--- src/rtl/trap_ctrl.sv ---
`default_nettype none
// +--------------------------------------------------------------------------+
// | trap_ctrl: machine-mode trap/mret sequencer driving CSR strobes and the  |
// | fetch redirect.                                                          |
// | Revision: 1.0                                                            |
// +--------------------------------------------------------------------------+
module trap_ctrl #(
  parameter int XLEN    = 64,
  parameter int CAUSE_W = 4
) (
  input  logic               i_clk,
  input  logic               i_reset,
  input  logic               i_exc_valid,
  input  logic [CAUSE_W-1:0] i_exc_cause,
  input  logic [XLEN-1:0]    i_exc_pc,
  input  logic               i_mret,
  input  logic               i_retire,
  input  logic [XLEN-1:0]    i_next_pc,
  input  logic [XLEN-1:0]    i_mtvec,
  input  logic [XLEN-1:0]    i_mepc,
  input  logic [XLEN-1:0]    i_mie,
  input  logic [XLEN-1:0]    i_mip,
  input  logic               i_mstatus_mie,
  input  logic               i_halted,
  output logic [XLEN-1:0]    o_mepc_data,
  output logic               o_mepc_we,
  output logic [XLEN-1:0]    o_mcause_data,
  output logic               o_mcause_we,
  output logic               o_mie_clear,
  output logic               o_mie_restore,
  output logic               o_redirect,
  output logic [XLEN-1:0]    o_redirect_pc,
  output logic               o_stall,
  output logic [31:0]        o_trap_cnt
);

  typedef enum logic [2:0] {
    S_IDLE         = 3'd0,
    S_SAVE         = 3'd1,
    S_JUMP         = 3'd2,
    S_MRET_RESTORE = 3'd3,
    S_MRET_JUMP    = 3'd4
  } state_t;

  // Timer interrupt cause: interrupt flag in the MSB, code 7.
  localparam logic [XLEN-1:0] c_irq_cause = {1'b1, {(XLEN-1){1'b0}}} | XLEN'(7);

  state_t            r_state;
  state_t            w_next;
  logic [XLEN-1:0]   r_cause;
  logic [XLEN-1:0]   r_epc;
  logic [31:0]       r_trap_cnt;
  logic              w_idle;
  logic              w_irq_pend;
  logic              w_take_exc;
  logic              w_take_mret;
  logic              w_take_irq;
  logic [XLEN-1:0]   w_base;
  logic [XLEN-1:0]   w_vec_off;
  logic [XLEN-1:0]   w_vector;

  assign w_idle      = (r_state == S_IDLE);
  assign w_irq_pend  = i_retire && i_mstatus_mie && !i_halted && (|(i_mie & i_mip));
  assign w_take_exc  = w_idle && i_exc_valid;
  assign w_take_mret = w_idle && !i_exc_valid && i_mret;
  assign w_take_irq  = w_idle && !i_exc_valid && !i_mret && w_irq_pend;

  always_comb begin
    w_next = r_state;
    case (r_state)
      S_IDLE: begin
        if (w_take_exc || w_take_irq) w_next = S_SAVE;
        else if (w_take_mret)         w_next = S_MRET_RESTORE;
      end
      S_SAVE:         w_next = S_JUMP;
      S_JUMP:         w_next = S_IDLE;
      S_MRET_RESTORE: w_next = S_MRET_JUMP;
      S_MRET_JUMP:    w_next = S_IDLE;
      default:        w_next = S_IDLE;
    endcase
  end

  always_ff @(posedge i_clk or posedge i_reset) begin
    if (i_reset) r_state <= S_IDLE;
    else         r_state <= w_next;
  end

  always_ff @(posedge i_clk or posedge i_reset) begin
    if (i_reset) begin
      r_cause    <= '0;
      r_epc      <= '0;
      r_trap_cnt <= '0;
    end else if (w_take_exc) begin
      r_cause    <= {{(XLEN-CAUSE_W){1'b0}}, i_exc_cause};
      r_epc      <= i_exc_pc;
      r_trap_cnt <= r_trap_cnt + 32'd1;
    end else if (w_take_irq) begin
      r_cause    <= c_irq_cause;
      r_epc      <= i_next_pc;
      r_trap_cnt <= r_trap_cnt + 32'd1;
    end
  end

  // Vectored mode only applies to interrupts; modes 2/3 fall back to direct.
  assign w_base    = {i_mtvec[XLEN-1:2], 2'b00};
  assign w_vec_off = {{(XLEN-CAUSE_W-2){1'b0}}, r_cause[CAUSE_W-1:0], 2'b00};
  assign w_vector  = (i_mtvec[1:0] == 2'b01 && r_cause[XLEN-1]) ? (w_base + w_vec_off) : w_base;

  always_comb begin
    o_mepc_we     = 1'b0;
    o_mcause_we   = 1'b0;
    o_mie_clear   = 1'b0;
    o_mie_restore = 1'b0;
    o_redirect    = 1'b0;
    o_redirect_pc = '0;
    o_stall       = !w_idle;
    case (r_state)
      S_SAVE: begin
        o_mepc_we   = 1'b1;
        o_mcause_we = 1'b1;
        o_mie_clear = 1'b1;
      end
      S_JUMP: begin
        o_redirect    = 1'b1;
        o_redirect_pc = w_vector;
      end
      S_MRET_RESTORE: o_mie_restore = 1'b1;
      S_MRET_JUMP: begin
        o_redirect    = 1'b1;
        o_redirect_pc = i_mepc;
      end
      default: ;
    endcase
  end

  assign o_mepc_data   = r_epc;
  assign o_mcause_data = r_cause;
  assign o_trap_cnt    = r_trap_cnt;

endmodule
`default_nettype wire

--- config.mk ---
export PLATFORM = sky130hd
export DESIGN_NAME = trap_ctrl
export DESIGN_NICKNAME = d
export VERILOG_FILES = /design/src/rtl/trap_ctrl.sv
export SDC_FILE = /design/constraint.sdc
export NUM_CORES = 1
export LEC_CHECK = 0
export ABC_AREA = 0
export CORE_AREA = 2 2 246 248
export DETAILED_ROUTE_END_ITERATION = 7
export DIE_AREA = 0 0 248 250
export HOLD_SLACK_MARGIN = 0.15
export SETUP_SLACK_MARGIN = 0.2
export SYNTH_ARGS = -nofsm -noshare
export SYNTH_HDL_FRONTEND = slang
export SYNTH_SLANG_ARGS = --single-unit
--- constraint.sdc ---
create_clock -name i_clk -period 4.23 [get_ports i_clk]
set_input_delay 0.6345 -clock i_clk [delete_from_list [all_inputs] [get_ports i_clk]]
set_output_delay 0.6345 -clock i_clk [all_outputs]
set_load 0.005 [all_outputs]
Yosys cells after proc, flatten, opt, wreduce, memory -nomap -nowiden:

Cells that the tools add are included.

* order comparisons: 0
* add/sub/neg operators: 2
* eq/ne operators: 6
* reduce and logical (&&, ||, !) cells: 18
* divide/modulo/power cells: 0
* multiply operators: 0
* multiplexer cells: 14
* shift-type cells: 0
* bitwise logic cells: 1

Operators with widths (number)
* $mux W64: 5
* $pmux W64 S2: 1
* $add A64 B6 Y64: 1
* $and A64 B64 Y64: 1
* $mux W32: 2
* $reduce_or A64 Y1: 1
* $add A32 B1 Y32 const B: 1
* $logic_and A1 B1 Y1: 9
* $pmux W3 S3: 1
* $eq A3 B2 Y1 const B: 2
* $mux W3: 2
* $logic_not A1 Y1: 4
* $eq A3 B1 Y1 const B: 1
* $eq A3 B3 Y1 const B: 1
* $logic_not A3 Y1: 1
* $mux W1: 3
* $ne A3 B1 Y1 const B: 1
* $eq A2 B1 Y1 const B: 1
* $reduce_bool A2 Y1: 1
* $reduce_or A2 Y1: 1
* $logic_or A1 B1 Y1: 1

* register bits: 163
* output and inout bits: 230
* bits of input ports: 395
* memories kept: 0
* RAM bits: 0
* logic and storage cells: 45
* memory bits (read-only): 0
* bits in latches: 0

Logic depth before layout (Yosys ltp):

* word-level depth: 7
* mapped depth: 10
* depth with buffers taken out: 9

Worst setup path before layout:

No wires, ideal clock.

* path kind: input to output
* start point: input i_mtvec[2]
* end point: output o_redirect_pc[42]
* data required time: 3595 ps
* setup slack: 1171 ps
* cell stages on the path: 9
* path buffers: 0
* data arrival time: 2425 ps
* cells stage by stage: ha_1 -> fa_1 -> a21o_1 -> a21oi_1 -> or2_2 -> nor4_2 -> nand4_1 -> xor2_1 -> o21ai_0

* longest elaborated chain between the ends: 3

Ends and longest elaborated chain
* from (decl): line 19 `input logic [XLEN-1:0] i_mtvec,`
* $add A64 B6 Y64: line 107 `assign w_vector = (i_mtvec[1:0] == 2'b01 && r_cause[XLEN-1]) ? (w_base + w_vec_off) : w_base;`
* $mux W64: line 107
* $pmux W64 S2: line 117 `case (r_state)`
* to (decl): line 32 `output logic [XLEN-1:0] o_redirect_pc,`

Every way passes these cells.

Final worst setup path:

* start point: input i_mtvec[3]
* end point: output o_redirect_pc[45]

Same word-level chain as after synthesis.

==> metrics.txt <==
clock share of power=15.2%; Die Area=0.0620 sq mm; Seq pwr share=27.9%; first-pass GRT wire length=66100 um; Post-DP HPWL=40500 um; RSZ-0062 raised after global routing=false; actual slew at the worst max-slew pin=0.956 ns; Synth Warn #=0; area grow syn2layout=98.3%; number of enable flip-flop cells after synthesis=0; library cells used by synthesis=55; count of input and output buffers=565; top post-synthesis cells by area=dfrtp_1 35%, nand2_1 9.0%, a21oi_1 6.8%, buf_4 6.1%, xnor2_1 5.8%; sw power=2.22 mW; Final #Nets=1990; predominant post-synthesis flop cell=dfrtp_1; post-synthesis cell count=976; clock latency on the worst-skew pair=0.38 ns; clock-pin slew on the worst setup and hold paths=0.08 ns; Final Cycle Share=93.4%; total CTS buffers=9; vias in the first global route=9878; Residual DRC=0; clock sink count=104; WL/cell=20.2 um; CTS H-tree depth=3; root buffer cell=clkbuf_16; Vias=9612; initial antenna violation count=12; Chip Height=250 um; Final Max Slew Viols=0; via-per-instance ratio=4.04; final core occ=25.1%; max cap viols=0; P_leak=6.08 nW; startpoint types=input pin; Rows=90; Longest Clk Path Bufs=2; Total Wirelength=48000 um; Setup Crit Path Kind=input pin to output port; combinational power share=56.9%; Initial Util=12.7%; Final GP Congestion=0.916; Hold Crit Class=flip-flop to flip-flop; Net Sw Frac=38.7%; status=finished, final reports clean; CORE AREA=0.0596 sq mm; post-synthesis sequential area ratio=34.5%; largest net degree at the start of global routing=71; GRT overflow=0; die width=248 um; worst path required time=3.60 ns; Mapped Area=0.00754 sq mm; final hold violations=0; Post-synth ARST share=100%; Ports=625; CTS tree=built; Total Power=5.75 mW; Critical Path Sink Type=output port; TritonRoute pass-1 iters=5; area leader, netlist=dfrtp_1; maximum fanout along the worst path=5; final setup violation count=0; fmax=253 MHz; clk_skew=0.0107 ns; post-synthesis register bit count=104; Power Dens Cells=384 mW/mm^2; Tmin final=3.95 ns; internal power=3.52 mW; Final ANT Viol Nets=0; Fillers=6497; peak supply drop=0.000242 V; layout cell share with drive strength beyond 1=10.6%; Synth top area share=34.5%; Slew headroom=36.3%; WP data arrival=3.32 ns; GRT Overall Usage=14.9%; syn_area_per_cell=7.72 sq um; DRT iter0 DRCs=507
==> cells by family after synthesis <==
group / after synthesis / share of synthesized area, %
flops: 104 / 34.5
mux: 3 / 0.415
fa+ha+maj: 6 / 1.10
xor+xnor: 89 / 10.3
compound gates: 233 / 17.9
other cells: 1 / 0.0498
simple gates: 415 / 26.2
buf+inv: 125 / 9.51
==> timing repair <==
action                     in CTS  in global routing
hold buffers                    0                  0
pin swaps                      28                 13
gates resized for setup        86                 26
setup endpoints to repair      44                 34
setup buffers                  12                  6
==> cell usage in the layout, fill, tap and decap left out, drive strengths merged, types with 9 or more instances in the layout <==
cell	n
a21oi	102
a221oi	12
a22o	12
a31oi	19
and3	12
and4	9
buf	103
clkbuf	10
clkdlybuf4s50	516
conb	59
dfrtp	104
dlygate4sd2	25
dlymetal6s2s	9
inv	19
nand2	181
nand3	26
nand4	22
nor2	111
nor3	14
nor4	9
o21ai	65
xnor2	50
xor2	39
==> power groups by stage <==
stage                     logic [mW]  registers, mW  clock network, mW
after detailed placement        3.34           1.63                  0
after floorplan                 1.08           1.61                  0
after global routing            3.58           1.66              0.958
after global placement          3.31           1.62                  0
after CTS                       3.33           1.61              0.926
final                           3.27           1.60              0.875
==> final cells by class <==
| cell class | count | area, sq um | share of cell area [%] |
|---|---|---|---|
| Inverter | 16 | 62.6 | 0.419 |
| Multi-Input combinational cell | 805 | 4650 | 31.1 |
| Antenna cell | 5 | 12.5 | 0.0837 |
| Clock buffer | 10 | 229 | 1.53 |
| Sequential cell | 104 | 2600 | 17.4 |
| Clock inverter | 6 | 62.6 | 0.419 |
| Timing Repair Buffer | 653 | 6340 | 42.4 |
| Tap cell | 782 | 978 | 6.55 |
==> metal layers <==
layer	vias to the layer above	share of wire (%)	global-route usage (%)
met2	506	53	28.0
met3	82	10	5.03
met4	8	4.7	7.68
met5	-	0.11	0
li1	4486	-	-
met1	4530	32	14.0
==> flip-flops by register name, summed over array words and instances, names as in the netlist <==
| register | count |
|---|---|
| o_mcause_data | 5 |
| o_trap_cnt | 32 |
| o_mepc_data | 64 |
| r_state | 3 |
==> synthesized netlist by cell type, types with 2 or more instances <==
master and number:
clkbuf_1 34, a211oi_1 3, mux2i_1 2, and4_1 7, xor2_1 39, and3_2 2, nor4_1 3, nand2b_1 5
a22o_1 12, buf_1 4, ha_1 5, inv_1 16, a22oi_1 8, a31oi_1 19, nand3_1 26, o2111ai_1 4
o21ai_0 50, nor3b_1 7, nor3_1 14, a221oi_1 12, a21oi_1 102, nor2_1 111, nor4_4 3, buf_4 61
or2_2 3, and3_1 10, buf_2 9, o21ai_1 15, nand4_1 20, nand3b_1 3, nand2_1 181, o211ai_1 2
nor4_2 3, or3_1 2, and2_1 6, a21o_1 2, dfrtp_1 104, xnor2_1 50
==> critical path, stage by stage <==
cell and delay, ns:
clkdlybuf4s50_1 0.47, ha_1 0.33, a211o_1 0.16, a21oi_2 0.09, or2_4 0.30, buf_4 0.17
nor4_4 0.28, buf_4 0.16, buf_4 0.11, nand2_1 0.06, xor2_1 0.14, o21ai_1 0.15
dlygate4sd2_1 0.25
==> per-stage QoR <==
step	area, sq um	setup slack (ns)	std cells	TNS [ns]	hold slack [ns]
floorplan	7750	0.863	1034	0	0.468
global placement	14300	-0.353	2342	-4.73	0.462
detailed placement	14300	-0.285	2342	-3.72	0.480
CTS	14800	0.180	2370	0	0.494
global route	14900	0.195	2379	0	0.523
finish	14900	0.278	2381	0	0.495
==> path summary, 6_finish.rpt <==
path / from / to / slack, ns / cells past startpoint
worst max-delay path: i_mtvec[3] / o_redirect_pc[45] / 0.28 / 13
worst min-delay path: o_trap_cnt[31] / o_trap_cnt[31] / 0.49 / 1
worst max register to register: r_state[1] / o_mepc_data[15] / 1.33 / 6
worst min register to register: o_trap_cnt[31] / o_trap_cnt[31] / 0.49 / 1
max in group asynchronous: i_reset / o_mepc_data[55] / 2.49 / 3
min in group asynchronous: i_reset / o_mepc_data[26] / 0.80 / 2
(Power assumes the default switching activity.)
